===== config.mk =====
export PLATFORM = sky130hd
export DESIGN_NAME = step_pulse_gen_flat
export DESIGN_NICKNAME = d
export VERILOG_FILES = /design/src/rtl/step_pulse_gen_pkg.sv /design/src/rtl/step_pulse_gen_if.sv /design/src/rtl/step_pulse_gen.sv /design/src/flat_wrapper.sv
export SDC_FILE = /design/constraint.sdc
export NUM_CORES = 1
export LEC_CHECK = 0
export CORE_MARGIN = 1
export CORE_UTILIZATION = 30
export CTS_CLUSTER_DIAMETER = 60
export DETAILED_ROUTE_END_ITERATION = 12
export HOLD_SLACK_MARGIN = 0.1
export SLEW_MARGIN = 20
export SYNTH_ARGS = -nofsm -noshare
export SYNTH_HDL_FRONTEND = slang
export SYNTH_SLANG_ARGS = --single-unit

===== constraint.sdc =====
create_clock -name clk -period 3.15 [get_ports clk]
set_clock_uncertainty 0.05 [all_clocks]
set_input_delay 0.4725 -clock clk [delete_from_list [all_inputs] [get_ports clk]]
set_output_delay 0.4725 -clock clk [all_outputs]
set_load 0.05 [all_outputs]

===== src/rtl/step_pulse_gen_pkg.sv =====
// Shared motor-control definitions: step FSM encoding, default step timing
// and the tracking-mode set used by the motion front end.
package step_pulse_gen_pkg;

  // Default timing at 50 MHz: 2 us step high time, 5 us direction setup.
  localparam int PULSE_W_DEF   = 100;
  localparam int DIR_SETUP_DEF = 250;

  localparam logic [1:0] ST_IDLE     = 2'd0;
  localparam logic [1:0] ST_DIR_WAIT = 2'd1;
  localparam logic [1:0] ST_HIGH     = 2'd2;
  localparam logic [1:0] ST_LOW      = 2'd3;

  typedef enum logic [1:0] {
    IDLE     = ST_IDLE,
    DIR_WAIT = ST_DIR_WAIT,
    HIGH     = ST_HIGH,
    LOW      = ST_LOW
  } step_state_e;

  typedef enum logic [1:0] {
    TRACK_OFF      = 2'd0,
    TRACK_VELOCITY = 2'd1,
    TRACK_POSITION = 2'd2
  } track_mode_e;

endpackage


===== src/rtl/step_pulse_gen_if.sv =====
// Command/status bundle between a motion controller and the step generator.
interface step_pulse_gen_if #(
  parameter int WIDTH_WORK = 16,
  parameter int POS_W      = 32
);

  logic                  enable;
  logic [WIDTH_WORK-1:0] period_in;
  logic                  period_load;
  logic                  dir_in;
  logic                  pos_clear;
  logic                  step_out;
  logic                  dir_out;
  logic [POS_W-1:0]      position;
  logic                  busy;

  modport master (
    output enable, period_in, period_load, dir_in, pos_clear,
    input  step_out, dir_out, position, busy
  );

  modport slave (
    input  enable, period_in, period_load, dir_in, pos_clear,
    output step_out, dir_out, position, busy
  );

endinterface


===== src/rtl/step_pulse_gen.sv =====
// Step/direction pulse generator for a stepper driver: fixed-width step
// pulses at a programmable period, direction setup gap, signed position count.
module step_pulse_gen
  import step_pulse_gen_pkg::*;
#(
  parameter int WIDTH_WORK = 16,
  parameter int PULSE_W    = PULSE_W_DEF,
  parameter int DIR_SETUP  = DIR_SETUP_DEF,
  parameter int POS_W      = 32
) (
  input  logic               clk,
  input  logic               rst,
  step_pulse_gen_if.slave    bus
);

  localparam logic [WIDTH_WORK-1:0] CNT_ONE  = WIDTH_WORK'(1);
  localparam logic [WIDTH_WORK-1:0] PULSE_LD = WIDTH_WORK'(PULSE_W - 1);
  localparam logic [WIDTH_WORK-1:0] DIR_LD   = WIDTH_WORK'(DIR_SETUP - 1);
  localparam logic [WIDTH_WORK-1:0] MIN_PER  = WIDTH_WORK'(2 * PULSE_W);
  localparam logic [WIDTH_WORK-1:0] LOW_OFS  = WIDTH_WORK'(PULSE_W + 1);
  localparam logic [POS_W-1:0]      POS_ONE  = POS_W'(1);

  step_state_e           state_q, state_d;
  logic [WIDTH_WORK-1:0] cnt_q, cnt_d;
  logic [WIDTH_WORK-1:0] period_q;
  logic [WIDTH_WORK-1:0] act_per_q, act_per_d;
  logic                  step_q, step_d;
  logic                  dir_q, dir_d;
  logic [POS_W-1:0]      pos_q, pos_d;

  logic                  can_run;
  logic                  enter_high;
  logic [WIDTH_WORK-1:0] eff_per;
  logic [WIDTH_WORK-1:0] low_cnt;

  assign can_run = bus.enable && (period_q != '0);

  // Short periods are stretched so the low time never drops below the pulse width.
  assign eff_per = (act_per_q < MIN_PER) ? MIN_PER : act_per_q;
  assign low_cnt = eff_per - LOW_OFS;

  always_comb begin
    // NOTE: every output of this block gets a default first, so no path infers a latch.
    state_d    = state_q;
    cnt_d      = cnt_q;
    step_d     = step_q;
    dir_d      = dir_q;
    act_per_d  = act_per_q;
    enter_high = 1'b0;

    unique case (state_q)
      IDLE: begin
        step_d = 1'b0;
        if (can_run) begin
          if (bus.dir_in != dir_q) begin
            dir_d   = bus.dir_in;
            cnt_d   = DIR_LD;
            state_d = DIR_WAIT;
          end else begin
            enter_high = 1'b1;
          end
        end
      end

      DIR_WAIT: begin
        if (cnt_q == '0) begin
          if (can_run) enter_high = 1'b1;
          else         state_d    = IDLE;
        end else begin
          cnt_d = cnt_q - CNT_ONE;
        end
      end

      HIGH: begin
        if (cnt_q == '0) begin
          step_d  = 1'b0;
          cnt_d   = low_cnt;
          state_d = LOW;
        end else begin
          cnt_d = cnt_q - CNT_ONE;
        end
      end

      LOW: begin
        if (cnt_q == '0) begin
          if (!can_run) begin
            state_d = IDLE;
          end else if (bus.dir_in != dir_q) begin
            // A reversal always passes through the setup gap before the next step.
            dir_d   = bus.dir_in;
            cnt_d   = DIR_LD;
            state_d = DIR_WAIT;
          end else begin
            enter_high = 1'b1;
          end
        end else begin
          cnt_d = cnt_q - CNT_ONE;
        end
      end

      default: state_d = IDLE;
    endcase

    // The active period is sampled here only, so a reload never disturbs a step in flight.
    if (enter_high) begin
      state_d   = HIGH;
      step_d    = 1'b1;
      cnt_d     = PULSE_LD;
      act_per_d = period_q;
    end
  end

  always_comb begin
    pos_d = pos_q;
    if (bus.pos_clear)   pos_d = '0;
    else if (enter_high) pos_d = dir_q ? pos_q + POS_ONE : pos_q - POS_ONE;
  end

  always_ff @(posedge clk or posedge rst) begin
    if (rst) begin
      state_q   <= IDLE;
      cnt_q     <= '0;
      period_q  <= '0;
      act_per_q <= '0;
      step_q    <= 1'b0;
      dir_q     <= 1'b0;
      pos_q     <= '0;
    end else begin
      // NOTE: non-blocking assignments so every register sees pre-edge values.
      state_q   <= state_d;
      cnt_q     <= cnt_d;
      act_per_q <= act_per_d;
      step_q    <= step_d;
      dir_q     <= dir_d;
      pos_q     <= pos_d;
      if (bus.period_load) period_q <= bus.period_in;
    end
  end

  assign bus.step_out = step_q;
  assign bus.dir_out  = dir_q;
  assign bus.position = pos_q;
  assign bus.busy     = (state_q != IDLE);

  a_dir_stable_in_high : assert property (
    @(posedge clk) disable iff (rst) (state_q == HIGH) |=> $stable(dir_q)
  );

  a_step_only_in_high : assert property (
    @(posedge clk) disable iff (rst) step_q == (state_q == HIGH)
  );

endmodule


===== src/flat_wrapper.sv =====
// flat-port wrapper written by rule: the top's interface ports become plain ports
module step_pulse_gen_flat import step_pulse_gen_pkg::*;
#(
  parameter int WIDTH_WORK = 16,
  parameter int PULSE_W    = PULSE_W_DEF,
  parameter int DIR_SETUP  = DIR_SETUP_DEF,
  parameter int POS_W      = 32
)
  (clk, rst, bus_enable, bus_period_in, bus_period_load, bus_dir_in, bus_pos_clear, bus_step_out, bus_dir_out, bus_position, bus_busy);
  step_pulse_gen_if #(.WIDTH_WORK(WIDTH_WORK), .POS_W(POS_W)) bus_i ();
  input  logic clk;
  input  logic rst;
  input wire logic [$bits(bus_i.enable)-1:0] bus_enable;
  input wire logic [$bits(bus_i.period_in)-1:0] bus_period_in;
  input wire logic [$bits(bus_i.period_load)-1:0] bus_period_load;
  input wire logic [$bits(bus_i.dir_in)-1:0] bus_dir_in;
  input wire logic [$bits(bus_i.pos_clear)-1:0] bus_pos_clear;
  output wire logic [$bits(bus_i.step_out)-1:0] bus_step_out;
  output wire logic [$bits(bus_i.dir_out)-1:0] bus_dir_out;
  output wire logic [$bits(bus_i.position)-1:0] bus_position;
  output wire logic [$bits(bus_i.busy)-1:0] bus_busy;
  assign bus_i.enable = bus_enable;
  assign bus_i.period_in = bus_period_in;
  assign bus_i.period_load = bus_period_load;
  assign bus_i.dir_in = bus_dir_in;
  assign bus_i.pos_clear = bus_pos_clear;
  assign bus_step_out = bus_i.step_out;
  assign bus_dir_out = bus_i.dir_out;
  assign bus_position = bus_i.position;
  assign bus_busy = bus_i.busy;
  step_pulse_gen #(.WIDTH_WORK(WIDTH_WORK), .PULSE_W(PULSE_W), .DIR_SETUP(DIR_SETUP), .POS_W(POS_W)) u_core (.clk(clk), .rst(rst), .bus(bus_i));
endmodule

=== Word level (Yosys, flattened, before mapping) ===
Cells that the tools add are included.
W data, S select, Z words.

* Output and inout port bits: 35
* Logic and storage cells: 67
* Register bits after elaboration: 84

* Add/sub/neg operators: 4
* Magnitude comparators: 1
* Reduce and logical (&&, ||, !) cells: 11
* Muxes and demuxes: 33
* Equal/unequal tests: 11

{| class="wikitable"
|+ Operators by type and width
! cell !! count
|-
| $mux W16 || 7
|-
| $mux W32 || 3
|-
| $pmux W16 S4 || 1
|-
| $add A32 B1 Y32 const B || 1
|-
| $sub A32 B1 Y32 const B || 1
|-
| $logic_not A16 Y1 || 1
|-
| $lt A16 B8 Y1 const B || 1
|-
| $mux W2 || 8
|-
| $reduce_bool A16 Y1 || 1
|-
| $sub A16 B1 Y16 const B || 1
|-
| $sub A16 B7 Y16 const B || 1
|-
| $ne A3 B1 Y1 const B || 4
|-
| $mux W1 || 10
|-
| $pmux W2 S4 || 1
|-
| $reduce_bool A2 Y1 || 3
|-
| $reduce_and A5 Y1 || 1
|-
| $eq A2 B2 Y1 const B || 2
|-
| $pmux W1 S2 || 2
|-
| $reduce_and A2 Y1 || 2
|-
| $ne A3 B2 Y1 const B || 1
|-
| $ne A3 B3 Y1 const B || 1
|-
| $pmux W1 S3 || 1
|-
| $reduce_bool A3 Y1 || 1
|-
| $eq A2 B1 Y1 const B || 1
|-
| other kinds (4) || 4
|}

=== Logic depth before layout (Yosys ltp) ===
Gate-level depths: netlist of run 1.

* Word-level depth: 7
* Mapped depth: 13
* Mapped depth without buffers: 13

=== Worst setup path after synthesis of run 1 ===
Ideal clock, no wire load.

* Kind: register to register
* Start: register u_core.dir_q, in the netlist u_core.bus.dir_out
* End: register u_core.pos_q[30], in the netlist u_core.bus.position[30]
* Setup slack: -0.546 ns
* Clock period less this slack: 3.696 ns
* Required time: 3.006 ns
* Library setup time: 0.094 ns
* Cell stages (with the launch flop): 13
* Arrival time: 3.552 ns
* Path through: dfrtp_1 -> clkbuf_1 -> inv_1 -> ha_1 -> clkbuf_1 -> and4_1 -> nand2_1 -> nor3_1 -> a22oi_1 -> o211ai_1 -> a31oi_1 -> or3b_2 -> a211oi_1

* Cells in the longest elaborated chain, start to end: 6

{| class="wikitable"
|+ Ends and longest elaborated chain
! item !! RTL line !! source
|-
| from (decl) || step_pulse_gen.sv:28 || <nowiki>logic dir_q, dir_d;</nowiki>
|-
| from (signal assigned) || step_pulse_gen.sv:134 || <nowiki>dir_q <= dir_d;</nowiki>
|-
| $ne A1 B1 Y1 || step_pulse_gen.sv:55, step_pulse_gen.sv:88 ||
|-
| $mux W1 || step_pulse_gen.sv:55, step_pulse_gen.sv:88 ||
|-
| $mux W1 || step_pulse_gen.sv:86 || <nowiki>if (!can_run) begin</nowiki>
|-
| $mux W1 || step_pulse_gen.sv:85 || <nowiki>if (cnt_q == '0) begin</nowiki>
|-
| $pmux W1 S3 || step_pulse_gen.sv:51 || <nowiki>unique case (state_q)</nowiki>
|-
| $reduce_bool A2 Y1 (no line) || -- ||
|-
| to (signal assigned) || step_pulse_gen.sv:135 || <nowiki>pos_q <= pos_d;</nowiki>
|-
| to (decl) || step_pulse_gen.sv:29 || <nowiki>logic [POS_W-1:0] pos_q, pos_d;</nowiki>
|}

Parallel ways exist; a longest one is shown, timed or not. The select of a mux whose other input is x is not followed.
A chain may end at the register's enable or synchronous reset.

=== Worst setup path after layout of run 1 ===
Same ends and word-level chain as after synthesis.

==> results of run 1 <==
-- synth_stat cells, types with 3 or more instances --
cell type	n
o32ai_1	3
nand3b_1	7
a211oi_1	8
and4_1	3
a311oi_1	3
or3_1	3
clkbuf_1	19
nor3_1	19
o21bai_1	3
nor4_1	10
nand3_1	13
nand2b_1	3
or4_4	3
nand4_1	3
clkbuf_8	4
a21o_1	9
a22oi_1	3
o21ai_0	45
o31ai_1	7
ha_1	32
dfrtp_1	84
nor3b_1	5
inv_1	19
and3_1	5
nor2b_1	8
o211ai_1	10
a21oi_1	77
mux2_2	16
and2_1	3
o21a_1	6
a32oi_1	4
a22o_1	3
nor2_1	40
xnor2_1	20
a31oi_1	9
xor2_1	20
nand2_1	140
buf_2	5
-- worst max path at each step --
stage	to	slack, ns	depth (start not counted)
floorplan	u_core.bus.position[30]	-0.24	11
global route	u_core.bus.position[23]	-0.005	11
global placement	u_core.bus.position[29]	0.04	11
finish	u_core.bus.position[30]	0.16	11
detailed placement	u_core.bus.position[29]	0.05	11
CTS	u_core.bus.position[29]	0.08	11
-- worst max-delay path, delay by kind of cell (launching register included) --
| family | cells | cell delay, ns |
|---|---|---|
| simple gates | 4 | 1.03 |
| flops | 1 | 0.38 |
| compound gates | 4 | 0.74 |
| buf+inv | 2 | 0.27 |
| fa+ha+maj | 1 | 0.42 |
-- routing by layer --
metal,part of all wire,vias up,GRT usage
met2,0.44,94,0.2458
li1,-,2751,-
met5,0,-,0
met1,0.52,2561,0.2327
met4,0.017,0,0.05655
met3,0.028,19,0.02466
-- power groups by stage --
stage / clock, W / sequential (W) / combinational, W
after floorplan: 0 / 0.00121 / 0.000216
after global placement: 0 / 0.00124 / 0.000262
after detailed placement: 0 / 0.00124 / 0.000268
after CTS: 0.00120 / 0.00122 / 0.000268
after global routing: 0.00123 / 0.00123 / 0.000297
final: 0.00115 / 0.00122 / 0.000265
-- through the flow --
stage	utilization	setup WS (ns)	hold WS, ns	total power, W
after detailed placement	0.3596	0.05083	0.4346	0.001505
after floorplan	-	-0.2435	0.4073	0.001421
final	0.3777	0.1565	0.4458	0.002639
after global placement	0.3596	0.03846	0.4277	0.001499
after global routing	0.3777	-0.004730	0.4860	0.002759
after CTS	0.3757	0.07915	0.4521	0.002683
-- cell families (layout without fill, tap and decap cells) --
| family | after synthesis | in the layout |
|---|---|---|
| XOR/XNOR | 40 | 40 |
| AO/OA/AOI/OAI | 212 | 212 |
| buffers and inverters | 51 | 123 |
| AND/OR/NAND/NOR | 282 | 282 |
| multiplexers | 17 | 17 |
| adder cells (fa/ha/maj) | 33 | 33 |
| flip-flops | 84 | 84 |
-- final cells by class --
class                           count  area (µm²)  share of cell area
Clock inverter                      6       88.84             0.01201
Multi-Input combinational cell    584        3731              0.5042
Clock buffer                        9       225.2             0.03044
Sequential cell                    84        2103              0.2842
Tap cell                          265       331.6             0.04481
Inverter                           19       76.32             0.01031
Timing Repair Buffer               89       843.3              0.1140
-- flip-flops by register name (all words and copies together) (netlist names) --
register	cells
u_core.cnt_q	16
u_core.state_q	2
u_core.bus.position	32
u_core.bus.dir_out	1
u_core.act_per_q	16
u_core.period_q	16
u_core.bus.step_out	1
==> flow_metrics.py, run 1 <==
metrics = {
    "outcome": {
        "status": "complete, no violations",
    },
    "finish": {
        "area_growth_pct": 22.77,
        "nNetsFinal": 842,
        "fillers": 2040,
        "postLayoutCellArea_mm2": 0.007400,
        "layout_common_cells": "nand2_1, dfrtp_1, a21oi_1",
        "finalNonFillerCells": 1056,
        "layout-drive-gt1-share": 0.1239,
        "final_common_cell": "nand2_1",
        "num_antenna_cells": 0,
    },
    "place": {
        "port_buffers": 56,
        "place_congestion": 0.8425,
        "postPlaceCellArea_mm2": 0.007044,
        "dp_cells": 1041,
        "dp_hpwl_um": 11660,
    },
    "floorplanning": {
        "start_util": 0.3077,
        "core_area_mm2": 0.01959,
        "chipHeight_um": 143.7,
        "io_pins": 57,
        "dieArea_mm2": 0.02066,
        "rows": 51,
        "chipWidth_um": 143.7,
    },
    "clock_network": {
        "clk_pin_slew_worst_paths_ns": 0.06,
        "postCtsSetupRepairBufs": 0,
        "htreeDepth": 3,
        "clkLatencyLatePin_ns": 0.35,
        "tritoncts": "built",
        "cts_hold_buffers": 0,
        "max-clock-path-buffers": 2,
        "numClockSinks": 84,
        "cts_buffers": 9,
        "ctsResizeCount": 1,
        "root_buffer": "clkbuf_16",
    },
    "synthesis": {
        "synth_compound_area_frac": 0.2223,
        "synth_simple_gate_area_frac": 0.2263,
        "synthArstFlopShare": 1.000,
        "synth_area_leaders": "dfrtp_1, nand2_1, ha_1",
        "synth_top_family_by_area": "simple AND/OR/NAND/NOR gates",
        "syn_area_mm2": 0.006027,
        "synth_top_area_frac": 0.3488,
        "synth_edf_count": 0,
        "ys_seq_area_frac": 0.3488,
        "syn_area_per_cell_um2": 8.383,
        "synth_cell_types": 75,
        "synth_fa_ha_area_frac": 0.06975,
        "synth.mux.area_fraction": 0.03155,
        "synth_cells": 719,
        "ys.flop_type": "dfrtp_1",
        "syn_nets": 774,
        "ys_ff_latch": 84,
        "synth_warnings": 0,
        "synthXorXnorAreaFrac": 0.05813,
        "synth_area_leader_cell": "dfrtp_1",
    },
    "pwr": {
        "pwr-share-seq": 0.463,
        "power_frac_clock": 0.437,
        "power.switching_w": 0.0006735,
        "cellLeakagePower_nw": 3.166,
        "p_comb_frac": 0.100,
        "power_density_mw_per_mm2": 356.6,
        "p_int_w": 0.001965,
        "ir_drop_mv": 0.2508,
        "p_sw_frac": 0.2552,
    },
    "flow_run": {
        "maxCapViolCount": 0,
    },
    "setup_path": {
        "r2r_start": "u_core.bus.dir_out",
        "endpoint_kind": "flip-flop",
        "cp-startpoint": "u_core.bus.dir_out",
        "cp.arrival_ns": 3.20,
        "cpMaxStageDelayCell": "or3b_2",
        "rr_worst_depth": 11,
        "cp_cell_sequence": "clkinvlp_4 -> buf_4 -> ha_1 -> and4_1 -> nand2_1 -> nor3_1 -> a22oi_1 -> o211ai_1 -> a31oi_1 -> or3b_2 -> a211oi_1",
        "cp.required_ns": 3.35,
        "cp_max_fo": 11,
        "r2r-end": "u_core.bus.position[30]",
        "cp_slowest_stage_delay_ns": 0.44,
        "criticalPathCategory": "flip-flop to flip-flop",
        "start_kind": "flip-flop",
        "r2r_slack_ns": 0.16,
    },
    "sta": {
        "relSlewSlack": 0.4997,
        "tns_ns": 0,
        "fin_crit_ns": 2.994,
        "final-setup-viol-count": 0,
        "worstMarginPinSlew_ns": 0.7505,
        "slew_violations": 0,
        "timing.fmax_mhz": 334.1,
        "fin_crit_sh": 0.9503,
        "final_hold_viol_count": 0,
    },
    "drt": {
        "drt_wl_total_um": 15890,
        "drt_iter0_markers": 314,
        "drtAntennaViolNets": 0,
        "avgRoutedWirePerCell_um": 15.05,
        "first_pass_iters": 7,
        "vias": 5425,
        "drt-vias-per-instance": 5.137,
        "drcViolationCount": 0,
    },
    "grt": {
        "grt_use_total": 0.1623,
        "grt_pass1_vias": 5146,
        "antenna_found_initial": 0,
        "grt_max_degree": 48,
        "grt_first_pass_wirelength_um": 26390,
        "gr-total-overflow": 0,
    },
    "hold_path": {
        "min_path_cells": 2,
        "hold_end": "u_core.act_per_q[1]",
        "hp-start": "u_core.period_q[1]",
        "min_path_type": "flip-flop to flip-flop",
    },
}
Note: power is estimated with default switching activity, not from simulation.
==> run 2: changes to the inputs <==
--- a/config.mk
+++ b/config.mk
@@ -9,7 +9,6 @@
 export CORE_UTILIZATION = 30
 export CTS_CLUSTER_DIAMETER = 60
 export DETAILED_ROUTE_END_ITERATION = 12
-export HOLD_SLACK_MARGIN = 0.1
 export SLEW_MARGIN = 20
 export SYNTH_ARGS = -nofsm -noshare
 export SYNTH_HDL_FRONTEND = slang
==> constraint.sdc (replaced) <==
create_clock -name clk -period 3 [get_ports clk]
set_clock_uncertainty 0.05 [all_clocks]
set_input_delay 0.45 -clock clk [delete_from_list [all_inputs] [get_ports clk]]
set_output_delay 0.45 -clock clk [all_outputs]
set_load 0.05 [all_outputs]
==> flow_metrics.py, run 2 (synthesis results as in run 1) <==
metrics = {
    "setup_path": {
        "r2r_slack_ns": 0.07,
        "cp_max_fo": 13,
        "endpoint_kind": "flip-flop",
        "r2r_start": "u_core.bus.dir_out",
        "r2r-end": "u_core.bus.position[30]",
        "criticalPathCategory": "flip-flop to flip-flop",
        "cp.required_ns": 3.22,
        "rr_worst_depth": 11,
        "start_kind": "flip-flop",
        "cp.arrival_ns": 3.15,
    },
    "floorplanning": {
        "start_util": 0.3077,
        "dieArea_mm2": 0.02066,
        "chipWidth_um": 143.7,
        "rows": 51,
        "core_area_mm2": 0.01959,
        "io_pins": 57,
        "chipHeight_um": 143.7,
    },
    "outcome": {
        "status": "complete, no violations",
    },
    "grt": {
        "grt_max_degree": 61,
        "grt_use_total": 0.1650,
        "gr-total-overflow": 0,
        "grt_pass1_vias": 5309,
        "grt_first_pass_wirelength_um": 27010,
        "antenna_found_initial": 0,
    },
    "drt": {
        "vias": 5597,
        "drt_iter0_markers": 282,
        "drt-vias-per-instance": 5.226,
        "drt_wl_total_um": 16660,
        "drtAntennaViolNets": 0,
        "first_pass_iters": 5,
        "drcViolationCount": 0,
        "avgRoutedWirePerCell_um": 15.56,
    },
    "pwr": {
        "finalPower_w": 0.002686,
        "cellLeakagePower_nw": 3.265,
        "power_density_mw_per_mm2": 348.5,
        "ir_drop_mv": 0.3042,
    },
    "finish": {
        "num_antenna_cells": 0,
        "nNetsFinal": 856,
        "fillers": 1989,
        "layout_common_cells": "nand2_1, dfrtp_1, a21oi_1",
        "layout-drive-gt1-share": 0.1687,
        "largest_register_ffs": 32,
        "final_common_cell": "nand2_1",
        "area_growth_pct": 27.88,
    },
    "clock_network": {
        "tritoncts": "built",
        "clkLatencyLatePin_ns": 0.35,
        "max-clock-path-buffers": 2,
        "cts_buffers": 9,
        "clk_pin_slew_worst_paths_ns": 0.07,
        "root_buffer": "clkbuf_16",
        "numClockSinks": 84,
        "htreeDepth": 3,
    },
    "sta": {
        "slew_violations": 0,
        "fin_crit_sh": 0.9762,
        "timing.fmax_mhz": 341.5,
        "setup_slack_ns": 0.07138,
        "worstMarginPinSlew_ns": 0.6906,
        "rsz0062_at_grt": "yes",
        "final_hold_viol_count": 0,
        "relSlewSlack": 0.5395,
        "final-setup-viol-count": 0,
        "fin_crit_ns": 2.929,
        "tns_ns": 0,
    },
    "place": {
        "place_congestion": 0.8360,
        "port_buffers": 56,
        "post-place-ws_ns": 0.02575,
        "dp_hpwl_um": 11580,
    },
    "hold_path": {
        "min_path_type": "input pin to asynchronous set/reset pin",
    },
    "flow_run": {
        "maxCapViolCount": 0,
    },
}
[run 2: metal layers]
layer / vias to the layer above / wire (µm) / part of all wire / global-route usage
met3: 11 / 703 / 0.042 / 0.02133
met5: - / 0 / 0 / 0
met1: 2658 / 8297 / 0.50 / 0.2269
li1: 2780 / - / - / -
met4: 0 / 201 / 0.012 / 0.05487
met2: 148 / 7458 / 0.45 / 0.2660
[run 2: per-stage QoR]
stage | cell area, µm² | instances | util | hold WS [ns]
6_report | 7707 | 1071 | 0.3934 | 0.3823
5_1_grt | 7707 | 1071 | 0.3934 | 0.4313
4_1_cts | 7430 | 1067 | 0.3793 | 0.3884
3_5_place_dp | 7137 | 1051 | 0.3643 | 0.4356
3_3_place_gp | 7137 | 1051 | 0.3643 | 0.4291
2_1_floorplan | 6073 | 719 | - | 0.4073
[run 2: layout make-up]
class | count | area [µm²] | area share
multi-input cells | 585 | 3934 | 0.5104
clock buffers | 10 | 239.0 | 0.03101
inverters | 19 | 76.32 | 0.009903
clock inverters | 6 | 51.30 | 0.006656
repair buffers | 102 | 970.9 | 0.1260
flip-flops and latches | 84 | 2105 | 0.2731
well taps | 265 | 331.6 | 0.04302
[run 2: worst max-delay path by stage]
stage,from,end,slack (ns)
CTS,u_core.bus.dir_out,u_core.bus.position[30],0.01
global placement,u_core.bus.dir_out,u_core.bus.position[30],0.04
detailed placement,u_core.bus.dir_out,u_core.bus.position[30],0.03
floorplan,u_core.bus.dir_out,u_core.bus.position[30],-0.39
global route,u_core.act_per_q[10],u_core.cnt_q[6],-0.09
finish,u_core.bus.dir_out,u_core.bus.position[30],0.07
[run 2: timing repair]
action,4_1_cts,5_1_grt
hold buffers,0,0
gates cloned,0,2
setup buffers,0,2
setup endpoints to repair,1,15
resized for setup,1,43
pin swaps,0,14
[run 2: critical path, cell delays in order, from the launching register on]
cell and delay (ns):
dfrtp_2 0.38, clkinvlp_4 0.15, clkbuf_16 0.23, ha_1 0.36, o21a_1 0.16, o31ai_2 0.11, a21oi_2 0.22, a22oi_2 0.11
o211ai_1 0.26, a31oi_1 0.12, or3b_2 0.47, a211oi_2 0.23
[run 2: where the power goes]
part | leakage (nW) | internal [W] | total (W) | switching [W]
clock | 0.140 | 0.000598 | 0.00112 | 0.000527
sequential | 1.07 | 0.00120 | 0.00128 | 0.0000845
combinational | 2.05 | 0.000141 | 0.000280 | 0.000139
==> run 3: changes to the inputs <==
==> constraint.sdc (replaced) <==
create_clock -name clk -period 3 [get_ports clk]
set_clock_uncertainty 0.05 [all_clocks]
set_input_delay 0.45 -clock clk [delete_from_list [all_inputs] [get_ports clk]]
set_output_delay 0.45 -clock clk [all_outputs]
set_load 0.01 [all_outputs]
==> flow_metrics.py, run 3 (synthesis results as in run 1) <==
metrics = {
    "outcome": {
        "status": "complete, no violations",
    },
    "finish": {
        "postLayoutCellArea_mm2": 0.007691,
        "area_growth_pct": 27.61,
        "regArea_mm2": 0.002102,
        "largest_register_ffs": 32,
        "layout-drive-gt1-share": 0.1663,
        "final_common_cell": "nand2_1",
        "post-route-util": 0.3926,
        "layout_common_cells": "nand2_1, dfrtp_1, a21oi_1",
        "multi_input_comb_area_mm2": 0.003885,
        "nNetsFinal": 862,
        "num_antenna_cells": 0,
        "fillers": 1992,
    },
    "floorplanning": {
        "rows": 51,
        "core_area_mm2": 0.01959,
        "io_pins": 57,
        "chipHeight_um": 143.7,
        "chipWidth_um": 143.7,
        "start_util": 0.3077,
        "dieArea_mm2": 0.02066,
    },
    "place": {
        "postPlaceCellArea_mm2": 0.007173,
        "port_buffers": 56,
        "place_congestion": 0.8651,
        "dp_hpwl_um": 11710,
        "post-place-ws_ns": 0.02686,
    },
    "hold_path": {
        "hp-start": "u_core.period_q[4]",
        "min_path_type": "flip-flop to flip-flop",
    },
    "grt": {
        "antenna_found_initial": 0,
        "grt_use_total": 0.1632,
        "grt_first_pass_wirelength_um": 26610,
        "grt_max_degree": 44,
        "grt_pass1_vias": 5244,
        "gr-total-overflow": 0,
    },
    "setup_path": {
        "path_buf_inv": 4,
        "cp-startpoint": "u_core.bus.dir_out",
        "crit_top_cell": "buf_4",
        "cp_max_fo": 14,
        "r2r_start": "u_core.bus.dir_out",
        "cp.arrival_ns": 3.09,
        "criticalPathCategory": "flip-flop to flip-flop",
        "start_kind": "flip-flop",
        "cpMaxStageDelayCell": "or3b_2",
        "cp.required_ns": 3.22,
        "cpLargestDelayFamily": "compound AO/OA/AOI/OAI gates",
        "cp_cell_sequence": "clkinvlp_4 -> buf_6 -> ha_1 -> buf_4 -> o21ai_0 -> o21bai_1 -> a221oi_2 -> buf_4 -> a2bb2oi_1 -> o211ai_1 -> a31oi_1 -> or3b_2 -> a211oi_2",
        "endpoint_kind": "flip-flop",
        "cp_slowest_stage_delay_ns": 0.48,
    },
    "flow_run": {
        "maxCapViolCount": 0,
    },
    "clock_network": {
        "numClockSinks": 84,
        "cts_buffers": 9,
        "tritoncts": "built",
        "clkLatencyLatePin_ns": 0.36,
        "root_buffer": "clkbuf_16",
        "htreeDepth": 3,
        "max-clock-path-buffers": 2,
        "clk_pin_slew_worst_paths_ns": 0.07,
    },
    "drt": {
        "vias": 5596,
        "drt_wl_total_um": 16230,
        "drt_iter0_markers": 284,
        "avgRoutedWirePerCell_um": 15.07,
        "drcViolationCount": 0,
        "first_pass_iters": 4,
        "drt-vias-per-instance": 5.196,
        "drtAntennaViolNets": 0,
    },
    "sta": {
        "rsz0062_at_grt": "yes",
        "fin_crit_ns": 2.865,
        "setup_slack_ns": 0.1351,
        "slew_violations": 0,
        "timing.fmax_mhz": 349.0,
        "relSlewSlack": 0.4546,
        "final_hold_viol_count": 0,
        "final-setup-viol-count": 0,
        "fin_crit_sh": 0.9550,
        "worstMarginPinSlew_ns": 0.8171,
    },
    "pwr": {
        "finalPower_w": 0.002709,
        "ir_drop_mv": 0.2783,
        "power_density_mw_per_mm2": 352.2,
        "cellLeakagePower_nw": 3.279,
    },
}
-- run 3: area by class of cell --
cell class	count	share of cell area
Sequential cell	84	0.2733
Clock inverter	6	0.006995
Tap cell	265	0.04311
Inverter	19	0.009924
Multi-Input combinational cell	584	0.5051
Timing Repair Buffer	109	0.1305
Clock buffer	10	0.03107
-- run 3: worst reg2reg max path, delay by kind of cell (launching register included) --
family / cells / cell delay [ns]
AOI/OAI and AO/OA: 7 / 0.96
DFF: 1 / 0.39
buffers and inverters: 4 / 0.60
and+or+nand+nor: 1 / 0.48
adders and majority gates: 1 / 0.33
-- run 3: worst paths after layout --
check | end | slack, ns | cells after the start
setup / recovery | u_core.bus.position[30] | 0.14 | 13
hold / removal | u_core.act_per_q[4] | 0.45 | 2
setup reg to reg | u_core.bus.position[30] | 0.14 | 13
hold reg to reg | u_core.act_per_q[4] | 0.45 | 2
max in group asynchronous | u_core.act_per_q[3] | 1.74 | 3
min in group asynchronous | u_core.bus.position[0] | 0.51 | 2
-- run 3: power by group --
part,internal [W],switching (W),leakage (nW)
registers,0.00120,0.0000792,1.08
logic,0.000151,0.000147,2.06
clock network,0.000601,0.000534,0.142
total,0.00195,0.000760,3.28
-- run 3: repair_timing --
item	CTS	global route
buffers inserted	0	3
hold endpoints to repair	0	0
hold buffers	0	0
setup endpoints to repair	0	14
gates resized for setup	0	35
-- run 3: layer usage --
| metal | part of all wire | GRT usage |
|---|---|---|
| met1 | 0.50 | 0.2296 |
| met4 | 0.013 | 0.05767 |
| met5 | 0 | 0 |
| met2 | 0.46 | 0.2547 |
| met3 | 0.034 | 0.02166 |
-- run 3: metrics by stage --
stage | setup TNS, ns | hold slack (ns) | std cells
final | 0 | 0.4466 | 1077
after global routing | -0.1008 | 0.4792 | 1077
after global placement | 0 | 0.4318 | 1058
after detailed placement | 0 | 0.4306 | 1058
after floorplan | -1.200 | 0.4073 | 719
after CTS | 0 | 0.4500 | 1074
==> edit 1 (config.mk and constraints of run 2) <==
`WIDTH_WORK` is set to 16 in 3 places; all go to 32.
--- a/src/rtl/step_pulse_gen_if.sv
+++ b/src/rtl/step_pulse_gen_if.sv
@@ -1,5 +1,5 @@
 // Command/status bundle between a motion controller and the step generator.
 interface step_pulse_gen_if #(
-  parameter int WIDTH_WORK = 16,
+  parameter int WIDTH_WORK = 32,
   parameter int POS_W      = 32
 );
--- a/src/rtl/step_pulse_gen.sv
+++ b/src/rtl/step_pulse_gen.sv
@@ -4,5 +4,5 @@
   import step_pulse_gen_pkg::*;
 #(
-  parameter int WIDTH_WORK = 16,
+  parameter int WIDTH_WORK = 32,
   parameter int PULSE_W    = PULSE_W_DEF,
   parameter int DIR_SETUP  = DIR_SETUP_DEF,
--- a/src/flat_wrapper.sv
+++ b/src/flat_wrapper.sv
@@ -2,5 +2,5 @@
 module step_pulse_gen_flat import step_pulse_gen_pkg::*;
 #(
-  parameter int WIDTH_WORK = 16,
+  parameter int WIDTH_WORK = 32,
   parameter int PULSE_W    = PULSE_W_DEF,
   parameter int DIR_SETUP  = DIR_SETUP_DEF,
Interface: changed (resized bus_period_in); port bits go from 57 to 73. No check against the original RTL was run, so the function may have changed too.
==> edit 1 against run 2 <==
The flow now finishes with violations (negative setup slack); sequential cell count is 48 higher; count of clock-buffer cells in the layout is 8 higher; routed wire length is 56% higher; worst setup slack worse by 500 ps; combinational power is 33% lower; design area is 52% higher; cell count is 45% higher; die area is 41% higher; largest cell class unchanged; critical path type unchanged; area after synthesis is 42% higher; total power is 54% higher; highest routed layer unchanged.
==> edit 1: results (changes against run 2) <==
reg2reg_to: "u_core.cnt_q[24]$_DFFE_PP0P_"
leakagePower_nw: 5.162  # +58%
fillers: 2720  # +37%
peakVddDrop_v: 0.0003695  # +21%
ys_seq_area_frac: 0.3869  # +0.03816
cp_slowest_stage_delay_ps: 400  # -70 ps
crit_family: "simple AND/OR/NAND/NOR gates"
ys_top_cells_by_area: "dfrtp_1 39%, nand2_1 8.3%, a21oi_1 5.4%"
crit_fanout: 3  # -10
syn_nets: 1055  # +36%
preCtsSetupSlack_ps: -596.0  # -621.8 ps
setup_viol: 6  # +6
nets: 1235  # +44%
r2r-start: "u_core.act_per_q[26]$_DFFE_PP0P_"
slew_headroom: 0.5262  # -0.01327
wire_per_inst_um: 16.71  # +7.4%
synthTopCellsByCount: "189 x nand2_1, 132 x dfrtp_1, 92 x a21oi_1"
ys_types: 78  # +4.0%
synthMuxAreaShare: 0.04587  # +0.01432
grt_antenna_before_repair: 1  # +1
grt_pass1_vias: 7656  # +44%
status: "finished with violations"
violations: "negative setup slack"
drtIter0Drc: 470  # +67%
synth_fa_ha_area_frac: 0.04925  # -0.02051
synth_compound_area_frac: 0.1870  # -0.03532
cpMaxStageDelayCell: "or3_4"
gp_congestion: 0.9138  # +9.3%
num_vias: 7974  # +42%
grtUsageTotal: 0.1807  # +0.01564
cts_made_buffers: 17  # +8
insertion_delay_ps: 440  # +90 ps
reg2reg_depth: 15  # +4
setup_ws_ps: -433.2  # -504.5 ps
layout-drive-gt1-share: 0.2574  # +0.08870
port_buffers: 72  # +29%
synth_xor_area_frac: 0.06053  # +0.002403
whs_ps: 373.2  # -9.028 ps
cts_max_level: 4  # +1
crit_end: "u_core.cnt_q[24]$_DFFE_PP0P_"
dpl_cell_area_sq_mm: 0.01069  # +50%
edit 1: report_power, final:
| group | switching [W] | total [W] | internal, W | leakage (nW) |
|---|---|---|---|---|
| logic | 0.0000911 | 0.000188 | 0.0000966 | 3.22 |
| registers | 0.0000400 | 0.00186 | 0.00182 | 1.67 |
| clock network | 0.000966 | 0.00209 | 0.00112 | 0.278 |
| total | 0.00110 | 0.00414 | 0.00304 | 5.16 |
edit 1: stage by stage:
stage	setup TNS, ps	std cells
2_1_floorplan	-5995	984
3_3_place_gp	-2130	1501
3_5_place_dp	-2829	1501
4_1_cts	-1764	1538
5_1_grt	-4002	1555
6_report	-1739	1555
edit 1: routing by layer:
metal / global-route usage / vias to the layer above / part of all wire
met2: 0.2967 / 193 / 0.49
met4: 0.04740 / 0 / 0.013
met1: 0.2369 / 3833 / 0.44
li1: - / 3924 / -
met3: 0.04233 / 24 / 0.060
met5: 0 / - / 0
edit 1: kinds of logic (layout without fill, tap and decap cells):
family                   after synthesis  in the layout
AND/OR/NAND/NOR                      411            411
adder cells (fa/ha/maj)               33             33
flip-flops                           132            132
AO/OA/AOI/OAI                        252            253
multiplexers                          35             35
XOR/XNOR                              59             59
buffers and inverters                 62            254
edit 1: cell type report:
type	instances	area, sq um	share of cell area
multi-input cells	791	5472	0.4661
flip-flops and latches	132	3304	0.2815
repair buffers	205	1848	0.1574
well taps	378	473.0	0.04029
clock buffers	18	439.2	0.03741
clock inverters	14	132.6	0.01130
inverters	17	71.32	0.006075
edit 1: repair_timing:
action	in CTS	in global routing
buffers inserted	4	16
setup endpoints to repair	18	55
pin swaps	14	30
resized for setup	9	49
cloned	1	1
==> edit 2 (flow settings as in run 2) <==
Without the edit above. Reset style: synchronous (`rst`), changed in one clocked block.
--- a/src/rtl/step_pulse_gen.sv
+++ b/src/rtl/step_pulse_gen.sv
@@ -117,5 +117,5 @@
   end
 
-  always_ff @(posedge clk or posedge rst) begin
+  always_ff @(posedge clk) begin
     if (rst) begin
       state_q   <= IDLE;
Check against the original RTL: differs if rst is asserted again (counterexample within 4 cycles, from zero or initial values and one cycle with rst high); with rst held inactive, the same outputs for 10 cycles.
==> edit 2 against run 2 <==
The run now ends with negative setup slack left; worst setup slack lost 190 ps; count of clock-buffer cells in the layout is the same; sequential cell count did not move; via count grew 1.7%; utilization is 1.5 points higher; routed wire length is 1.7% higher; design area decreased by 0.78%; synthesized cell count rose by 3.1%; area after synthesis shrank 5.3%.
Power is not compared: it rests on default switching activity, and its combinational part moved more than twofold at a synthesized area within 25%.
==> edit 2: results (changes against run 2) <==
drtIter0Drc: 334  # +18%
synthTopCellsByCount: "109 x nand2_1, 84 x dfxtp_1, 78 x nor2_1"
diodes: 0  # unchanged
multi_input_area_sq_mm: 0.004104  # +4.3%
wire_per_inst_um: 15.59  # +0.19%
nets: 904  # +5.6%
syn_nets: 797  # +3.0%
ys_seq_area_frac: 0.2945  # -0.05429
violations: "negative setup slack"
cts_setup_buffers: 1  # +1
syn_area_per_cell_sq_um: 7.706  # -8.1%
bufAreaShareNonClock: 0.1543  # +0.02831
hold_class: "flip-flop to flip-flop"
slew_headroom: 0.5485  # +0.008961
dp_hpwl_um: 12120  # +4.6%
place_inst: 1064  # +1.2%
seq_area_sq_mm: 0.001688  # -20%
num_vias: 5692  # +1.7%
ys_types: 72  # -4.0%
arrival_ps: 3360  # +210 ps
crit_fanout: 4  # -9
ys_top_cells_by_area: "dfxtp_1 29%, ha_1 7.2%, nand2_1 7.2%"
clockNetworkAreaShare: 0.04123  # +0.003568
async_reset_ff_frac: 0  # -1.000
cpMaxStageDelayCell: "or4_4"
grtUsageTotal: 0.1715  # +0.006435
grt_max_degree: 43  # -30%
cp_slowest_stage_delay_ps: 530  # +60 ps
layout-drive-gt1-share: 0.1864  # +0.01767
crit_end: "u_core.cnt_q[14]$_SDFFE_PP0P_"
cts_resized: 9  # +8
setup_ws_ps: -115.5  # -186.9 ps
multi_input_cells: 605  # +3.4%
preCtsSetupSlack_ps: -132.2  # -157.9 ps
reg2reg_depth: 12  # +1
inverters: 17  # -2
crit_family: "simple AND/OR/NAND/NOR gates"
fillers: 1907  # -4.1%
r2r-start: "u_core.act_per_q[14]$_SDFFE_PP0P_"
grt_pass1_wl_um: 26870  # -0.54%
status: "finished with violations"
detail_route.wirelength_um: 16940  # +1.7%
setup_viol: 4  # +4
grt_pass1_vias: 5320  # +0.21%
gp_congestion: 0.8905  # +6.5%
signal_buffers: 131  # +28%
synthFlopType: "dfxtp_1"
dr.pass1.iters: 5  # unchanged
==> edit 2: metal layers <==
metal / vias to the layer above / global-route usage / part of all wire
li1: 2876 / - / -
met1: 2644 / 0.2145 / 0.45
met2: 146 / 0.2908 / 0.49
met3: 26 / 0.03863 / 0.047
met4: 0 / 0.05552 / 0.020
met5: - / 0 / 0
==> edit 2: logic make-up after synthesis <==
logic type                 count (synthesis)  synth area share
and+or+nand+nor                          301            0.2502
AOI/OAI and AO/OA                        201            0.2213
DFF                                       84            0.2945
buffers and inverters                     52           0.04689
xor gates and xnor gates                  45           0.06902
adders and majority gates                 34           0.07581
muxes                                     24           0.04229
==> edit 2: per-stage QoR <==
step	total power (W)	TNS (ps)	hold WS, ps	area [sq um]
detailed placement	0.005056	-353.9	404.8	7049
global placement	0.005051	-253.8	408.6	7049
floorplan	0.004081	-4669	381.1	5846
finish	0.006555	-273.5	413.0	7647
global route	0.007017	-1465	431.9	7647
CTS	0.006347	-322.8	420.1	7412
